<file path="src/rtl/load_store_unit.sv">
`default_nettype none
// ============================================================================
//  Module      : load_store_unit
//  Description : Initiator side of the word-wide data memory port. Accepts
//                byte/half/word loads and stores from the CPU datapath and
//                drives the memory's addr/wdata/write port. Memory reads are
//                combinational and writes happen on the clock edge. Sub-word
//                stores are read-modify-write. Loads are lane-extracted and
//                then sign- or zero-extended.
//  Ports       : clock      - system clock, rising edge
//                reset      - asynchronous, active-low reset
//                req        - access request, sampled only while ready=1
//                we         - 1 = store, 0 = load
//                size       - 00 byte, 01 half, 10 word, 11 illegal
//                sign       - loads: 1 sign-extend, 0 zero-extend
//                addr       - byte address
//                wdata      - store data, right-justified
//                ready      - high only in IDLE
//                done       - one-cycle completion pulse (also on error)
//                err        - one-cycle pulse with done on a bad access
//                rdata      - load result, held until the next load completes
//                mem_addr   - word-aligned memory address
//                mem_wdata  - full word written to memory
//                mem_write  - memory write enable, one cycle per store
//                mem_rdata  - memory read data, combinational from mem_addr
//  Revision    : 1.0 - initial release
// ============================================================================
module load_store_unit #(
    parameter bit LITTLE_ENDIAN = 1'b1
) (
    input  logic        clock,
    input  logic        reset,
    input  logic        req,
    input  logic        we,
    input  logic [1:0]  size,
    input  logic        sign,
    input  logic [31:0] addr,
    input  logic [31:0] wdata,
    output logic        ready,
    output logic        done,
    output logic        err,
    output logic [31:0] rdata,
    output logic [31:0] mem_addr,
    output logic [31:0] mem_wdata,
    output logic        mem_write,
    input  logic [31:0] mem_rdata
);

    typedef enum logic [2:0] {
        ST_IDLE  = 3'd0,
        ST_READ  = 3'd1,
        ST_WRITE = 3'd2,
        ST_DONE  = 3'd3,
        ST_ERR   = 3'd4
    } state_t;

    localparam logic [1:0] c_SIZE_BYTE = 2'b00;
    localparam logic [1:0] c_SIZE_HALF = 2'b01;
    localparam logic [1:0] c_SIZE_WORD = 2'b10;

    state_t      r_state;
    state_t      w_next_state;

    // Request fields captured at acceptance
    logic        r_we;
    logic        r_sign;
    logic [1:0]  r_size;
    logic [1:0]  r_bidx;        // byte lane, endianness already applied
    logic        r_hidx;        // half lane, endianness already applied
    logic [15:0] r_wdata;       // only the sub-word part is needed after accept

    logic [31:0] r_mem_addr;
    logic [31:0] r_mem_wdata;
    logic [31:0] r_rdata;

    logic        w_accept;
    logic        w_misaligned;
    logic        w_word_store;
    logic [1:0]  w_bidx;
    logic        w_hidx;
    logic [7:0]  w_lbyte;
    logic [15:0] w_lhalf;
    logic [31:0] w_load_val;
    logic [31:0] w_merged;

    // ------------------------------------------------------------------
    // Request decode
    // ------------------------------------------------------------------
    assign w_accept     = req && (r_state == ST_IDLE);
    assign w_misaligned = (size == 2'b11)
                       || ((size == c_SIZE_HALF) && addr[0])
                       || ((size == c_SIZE_WORD) && (addr[1:0] != 2'b00));
    assign w_word_store = we && (size == c_SIZE_WORD);

    // Big-endian mode mirrors the lane index within the word
    assign w_bidx = LITTLE_ENDIAN ? addr[1:0] : ~addr[1:0];
    assign w_hidx = LITTLE_ENDIAN ? addr[1]   : ~addr[1];

    // ------------------------------------------------------------------
    // Lane extraction and extension for loads
    // ------------------------------------------------------------------
    always_comb begin
        w_lbyte = mem_rdata[7:0];
        case (r_bidx)
            2'd0:    w_lbyte = mem_rdata[7:0];
            2'd1:    w_lbyte = mem_rdata[15:8];
            2'd2:    w_lbyte = mem_rdata[23:16];
            default: w_lbyte = mem_rdata[31:24];
        endcase
        w_lhalf = r_hidx ? mem_rdata[31:16] : mem_rdata[15:0];
    end

    always_comb begin
        w_load_val = mem_rdata;
        case (r_size)
            c_SIZE_BYTE: w_load_val = {{24{r_sign & w_lbyte[7]}}, w_lbyte};
            c_SIZE_HALF: w_load_val = {{16{r_sign & w_lhalf[15]}}, w_lhalf};
            default:     w_load_val = mem_rdata;   // word load ignores sign
        endcase
    end

    // ------------------------------------------------------------------
    // Read-modify-write merge: replace only the addressed lane
    // ------------------------------------------------------------------
    always_comb begin
        w_merged = mem_rdata;
        if (r_size == c_SIZE_BYTE) begin
            case (r_bidx)
                2'd0:    w_merged[7:0]   = r_wdata[7:0];
                2'd1:    w_merged[15:8]  = r_wdata[7:0];
                2'd2:    w_merged[23:16] = r_wdata[7:0];
                default: w_merged[31:24] = r_wdata[7:0];
            endcase
        end else if (r_size == c_SIZE_HALF) begin
            if (r_hidx) begin
                w_merged[31:16] = r_wdata;
            end else begin
                w_merged[15:0]  = r_wdata;
            end
        end
    end

    // ------------------------------------------------------------------
    // State register
    // ------------------------------------------------------------------
    always_ff @(posedge clock or negedge reset) begin
        if (!reset) begin
            r_state <= ST_IDLE;
        end else begin
            r_state <= w_next_state;
        end
    end

    // ------------------------------------------------------------------
    // Next state and control outputs
    // ------------------------------------------------------------------
    always_comb begin
        w_next_state = r_state;
        ready        = 1'b0;
        done         = 1'b0;
        err          = 1'b0;
        mem_write    = 1'b0;
        case (r_state)
            ST_IDLE: begin
                ready = 1'b1;
                if (req) begin
                    if (w_misaligned) begin
                        w_next_state = ST_ERR;
                    end else if (w_word_store) begin
                        w_next_state = ST_WRITE;
                    end else begin
                        // loads and sub-word stores both need the memory word
                        w_next_state = ST_READ;
                    end
                end
            end
            ST_READ: begin
                w_next_state = r_we ? ST_WRITE : ST_DONE;
            end
            ST_WRITE: begin
                mem_write    = 1'b1;
                w_next_state = ST_DONE;
            end
            ST_DONE: begin
                done         = 1'b1;
                w_next_state = ST_IDLE;
            end
            ST_ERR: begin
                done         = 1'b1;
                err          = 1'b1;
                w_next_state = ST_IDLE;
            end
            default: begin
                w_next_state = ST_IDLE;
            end
        endcase
    end

    // ------------------------------------------------------------------
    // Datapath registers
    // ------------------------------------------------------------------
    always_ff @(posedge clock or negedge reset) begin
        if (!reset) begin
            r_we        <= 1'b0;
            r_sign      <= 1'b0;
            r_size      <= 2'b00;
            r_bidx      <= 2'b00;
            r_hidx      <= 1'b0;
            r_wdata     <= 16'h0000;
            r_mem_addr  <= 32'h0000_0000;
            r_mem_wdata <= 32'h0000_0000;
            r_rdata     <= 32'h0000_0000;
        end else begin
            if (w_accept) begin
                r_we       <= we;
                r_sign     <= sign;
                r_size     <= size;
                r_bidx     <= w_bidx;
                r_hidx     <= w_hidx;
                r_wdata    <= wdata[15:0];
                r_mem_addr <= {addr[31:2], 2'b00};
                // Word stores skip READ, so the write word must be ready now
                if (w_word_store && !w_misaligned) begin
                    r_mem_wdata <= wdata;
                end
            end
            if (r_state == ST_READ) begin
                if (r_we) begin
                    r_mem_wdata <= w_merged;
                end else begin
                    r_rdata <= w_load_val;
                end
            end
        end
    end

    assign rdata     = r_rdata;
    assign mem_addr  = r_mem_addr;
    assign mem_wdata = r_mem_wdata;

endmodule
`default_nettype wire

</file>
<file path="config.mk">
export PLATFORM = sky130hd
export DESIGN_NAME = load_store_unit
export DESIGN_NICKNAME = d
export VERILOG_FILES = /design/src/rtl/load_store_unit.sv
export SDC_FILE = /design/constraint.sdc
export NUM_CORES = 1
export LEC_CHECK = 0
export CAP_MARGIN = 30
export CORE_MARGIN = 2
export CORE_UTILIZATION = 35
export CTS_CLUSTER_SIZE = 24
export DETAILED_ROUTE_END_ITERATION = 16
export GPL_ROUTABILITY_DRIVEN = 0
export GPL_TIMING_DRIVEN = 0
export MAX_ROUTING_LAYER = met4
export PLACE_DENSITY_LB_ADDON = 0.08
export RECOVER_POWER = 50
export SLEW_MARGIN = 20
export SYNTH_ARGS = -nofsm -noshare
export SYNTH_HDL_FRONTEND = slang
export SYNTH_SLANG_ARGS = --single-unit
</file>
<file path="constraint.sdc">
create_clock -name clock -period 2.43 [get_ports clock]
set_input_delay 0.243 -clock clock [delete_from_list [all_inputs] [get_ports clock]]
set_output_delay 0.243 -clock clock [all_outputs]
set_load 0.03 [all_outputs]
</file>
# Word-level counts from Yosys, hierarchy flattened
# Index checks and enable logic that the tools add are counted.
[totals] out_inout_bits=100 reg_bits=120 wordCells=63 input_bits=103
[classes] n_eq_ne=11 bitwise_logic=3 n_mux=24 reduce_logical=15
[ops] cell="32-bit 2-to-1 mux" count=6
[ops] cell="32-bit one-hot mux with 2 select lines" count=1
[ops] cell="16-bit 2-to-1 mux" count=3
[ops] cell="8-bit 2-to-1 mux" count=4
[ops] cell="8-bit one-hot mux with 3 select lines" count=1
[ops] cell="3-bit one-hot mux with 3 select lines" count=1
[ops] cell="2-bit by 1-bit equality test with 1-bit output, second input constant" count=3
[ops] cell="2-bit equality test, second input constant" count=3
[ops] cell="3-bit by 2-bit equality test with 1-bit output, second input constant" count=2
[ops] cell="3-bit 2-to-1 mux" count=2
[ops] cell="1-bit logical AND" count=5
[ops] cell="1-bit 2-to-1 mux" count=5
[ops] cell="2-bit zero test" count=2
[ops] cell="3-bit by 1-bit equality test with 1-bit output, second input constant" count=1
[ops] cell="3-bit equality test, second input constant" count=1
[ops] cell="3-bit zero test" count=1
[ops] cell="3-bit OR reduction" count=1
[ops] cell="1-bit bitwise AND" count=2
[ops] cell="1-bit logical OR" count=2
[ops] cell="2-bit 2-to-1 mux" count=1
[ops] cell="2-bit inequality test, second input constant" count=1
[ops] cell="2-bit AND reduction" count=1
[ops] cell="2-bit nonzero test" count=1
[ops] cell="2-bit OR reduction" count=1
[ops] cell="2 further kinds" count=2

# Logic depth before layout (Yosys ltp)
[depth] depth_word=10 ltp_mapped=7 ltp_nobuf=4

# Worst setup path before layout
# No wires, ideal clock.
[synth_timing] path_type="flip-flop to output port" start="register r_state[1]" end="output done" arrival_time_ps=1718 required_ps=2187 path_stages_with_launch=4 path_buffers=1 path_slack_ps=469 path_cell_list="dfrtp_1 > buf_2 > nor3b_1 > o21bai_1"
[synth_between] elab_chain_len=3 word_cells_on_any_way=4 classes_between="eq/ne: 2; mux: 1; reduce/logical: 1"
[synth_rtl] element="start, declared" line="61" text="state_t r_state;"
[synth_rtl] element="start signal, assigned" line="150" text="r_state <= w_next_state;"
[synth_rtl] element="3-bit equality test / 3-bit by 2-bit equality test with 1-bit output (equally long branches)" line="163" text="case (r_state)"
[synth_rtl] element="2-bit OR reduction (no source line) *"
[synth_rtl] element="1-bit 2-to-1 mux *" line="163"
[synth_rtl] element="end, declared" line="40" text="output logic done,"
# Mark *: on every way between the ends. The rest lies on a longest branch, timed or not.

# Worst setup path in the final report
# Ends and elaborated chain as after synthesis.

==> reports/metrics.yaml <==
run_status:
  status: "finished clean"
min_path:
  holdPathStages: 3
  min_to: "mem_wdata[21]$_DFF_PN0_"
  hold_class: "in -> reg"
  worstHoldStart: "wdata[21]"
clock_tree:
  root_buffer: "clkbuf_16"
  cts.sinks: 119
  clk_latency_ps: 420
  clk_pin_slew_ps: 50
  clk_path_buf_depth: 2
  cts_tree: "yes"
  numCtsBuffers: 17
  htreeDepth: 4
setup_path:
  cp_cell_sequence: "buf_2 > nor3b_1 > o21bai_1 > clkdlybuf4s50_1"
  reg2reg_depth: 6
  cp-end-kind: "primary output"
  crit_path_max_fanout: 8
  reg2reg_from: "r_size[1]$_DFFE_PN0N_"
  r2r-end: "mem_wdata[21]$_DFF_PN0_"
  cp_top_family: "buffers and inverters"
  cpPeakStageDelay_ps: 690
  cp_num_buf_inv: 2
  worstPathArrival_ps: 2080
  worst_ep_required_time_ps: 2190
  rrSetupSlack_ps: 170
  startpoint_type: "register"
  critical-path-slowest-cell: "clkdlybuf4s50_1"
  path_class: "reg -> out"
sta:
  fin_crit_ps: 2320
  setup_viol: 0
  tns_ps: 0
  fmax_mhz: 431
  rsz0062_at_grt: "no"
  hold_violations: 0
  tightest_slew_ps: 1050
  hold_ws_ps: 419
  drv_slew: 0
  period_share_pct: 95.4
  clock_skew_ps: 9.60
  setup_slack_ps: 111
  maxSlewHeadroom_pct: 30.0
die:
  fp-row-count: 47
  die_h_um: 133
  die-area_um2: 17800
  dieWidth_um: 133
  core_area_um2: 16500
  initial_utilization_pct: 35.5
  ioPinCount: 203
routing:
  drcViolationCount: 0
  drt-wirelength-per-cell_um: 20.7
  first_iter_violations: 482
  firstDrtPassIters: 6
  vias: 5476
  routed_wl_um: 20600
  ant_nets: 0
  vias_per_cell: 5.51
global_routing:
  grt_max_degree: 80
  grt_pass1_wl_um: 31800
  grt_overflow: 0
  met3_usage_pct: 5.67
  grtUsageTotal_pct: 24.2
  antenna_found_initial: 0
  use_met2_pct: 37.7
  grt_pass1_vias: 5669
  use_met1_pct: 30.5
  grt.busiest_layer: "met2"
placement:
  io_buffers: 200
  place_hpwl_um: 15400
  post-place-ws_ps: -108
  dp.cells: 959
cells_and_area:
  finalNetCount: 865
  antenna_cells: 0
  area_growth_pct: 49.8
  fill_cells: 1496
  drive_gt1_share_pct: 13.7
  regArea_um2: 2980
  multi_input_area_um2: 2640
  fin_util_pct: 53.2
  fin_cells: 994
synthesis:
  synth_cell_types: 47
  yosys.area.top_type_share_pct: 50.9
  synth-edff-count: 0
  yosysWarningCount: 0
  yosysTopAreaCell: "dfrtp_1"
  synthCells: 537
  ys.flop_type: "dfrtp_1"
  syn_area_um2: 5850
  synth_area_leaders: "dfrtp_1, mux2_2, mux2i_1, o211ai_1, nand3_1"
  yosysSeqAreaShare_pct: 50.9
  synth_most_common_cell: "dfrtp_1"
  async_reset_ff_share_pct: 100
  postSynthAreaPerCell_um2: 10.9
  ys_ff_latch: 119
  ys_top_cells_by_count: "dfrtp_1, nand3_1, mux2_2, mux2i_1, o211ai_1"
run:
  drv_cap: 0
pwr:
  power.leakage_uw: 0.00375
  vdd_drop_max_uv: 590
  power_density_nw_per_um2: 1490
-- worst reg2reg max path, stage by stage (launching register included) --
cell	delay, ps
dfrtp_1	360
clkbuf_1	190
nor2b_1	230
clkbuf_1	420
nand2_1	410
mux2i_1	390
o211ai_1	120
-- layer usage --
| layer | vias up | part of all wire (%) | wire (um) |
|---|---|---|---|
| met3 | 48 | 6.9 | 1430 |
| met4 | 0 | 3.5 | 717 |
| li1 | 2476 | - | - |
| met5 | - | 0 | 0 |
| met2 | 252 | 48 | 9920 |
| met1 | 2700 | 41 | 8530 |
-- stage by stage --
| step | total power, uW | cell area (um2) |
|---|---|---|
| 2_1_floorplan | 7820 | 5850 |
| 3_3_place_gp | 10500 | 8130 |
| 3_5_place_dp | 10600 | 8160 |
| 4_1_cts | 13200 | 8760 |
| 5_1_grt | 13700 | 8760 |
| 6_report | 13000 | 8760 |
-- report_power, final --
| group | switching [uW] | total [uW] | internal (uW) |
|---|---|---|---|
| Sequential | 669 | 3650 | 2980 |
| Combinational | 4020 | 6830 | 2810 |
| Clock | 923 | 2550 | 1620 |
| Total | 5620 | 13000 | 7410 |
-- kinds of logic after synthesis --
kind of cell	synth area share (%)
and+or+nand+nor	10.5
AOI/OAI and AO/OA	17.9
other	0.0641
buffers and inverters	4.06
muxes	16.4
DFF	50.9
xor gates and xnor gates	0.150
-- registers in the layout, summed over array words and instances (netlist names) --
signal,flops
mem_addr,30
mem_wdata,32
r_bidx,2
r_sign,1
r_size,2
r_state,3
r_wdata,16
r_we,1
rdata,32
-- layout by cell type (no fill, tap or decap), drive strengths merged, types with 4 or more instances in the layout --
cell,count
dlygate4sd3,49
clkbuf,44
o21ai,41
a31oi,7
o22a,4
dfrtp,119
mux2,44
inv,8
a21oi,18
a222oi,8
o22ai,10
a32o,7
clkdlybuf4s50,151
clkinv,5
mux2i,44
nand2,27
nor2,23
clkinvlp,5
buf,26
nand3,46
a221oi,8
o211ai,39
-- timing repair --
action / 4_1_cts / 5_1_grt
resized for setup: 0 / 0
endpoints found under the hold margin: 40 / 0
endpoints found under the setup margin: 0 / 28
setup buffers: 0 / 3
hold buffers: 1 / 0
-- how the worst max path moves through the flow --
| stage | startpoint | endpoint | slack, ps | cells after the start |
|---|---|---|---|---|
| floorplan | r_state[1]$_DFFE_PN0P_ | done | 470 | 3 |
| global placement | reset | mem_addr[3]$_DFFE_PN0N_ | -3600 | 1 |
| detailed placement | req | mem_wdata[29]$_DFF_PN0_ | -110 | 6 |
| CTS | r_state[2]$_DFFE_PN0P_ | mem_wdata[29]$_DFF_PN0_ | 70 | 6 |
| global route | r_state[1]$_DFFE_PN0P_ | done | 10 | 4 |
| finish | r_state[1]$_DFFE_PN0P_ | done | 110 | 4 |
-- cell type report --
| cell class | instances | area share (%) |
|---|---|---|
| sequential | 119 | 34.0 |
| clock inverter | 13 | 1.78 |
| multi-input combinational | 364 | 30.1 |
| tap | 220 | 3.14 |
| clock buffer | 18 | 5.01 |
| inverter | 8 | 0.343 |
| buffer | 47 | 2.37 |
| timing repair buffer | 205 | 23.3 |
Note: power is estimated with default switching activity, not from simulation.
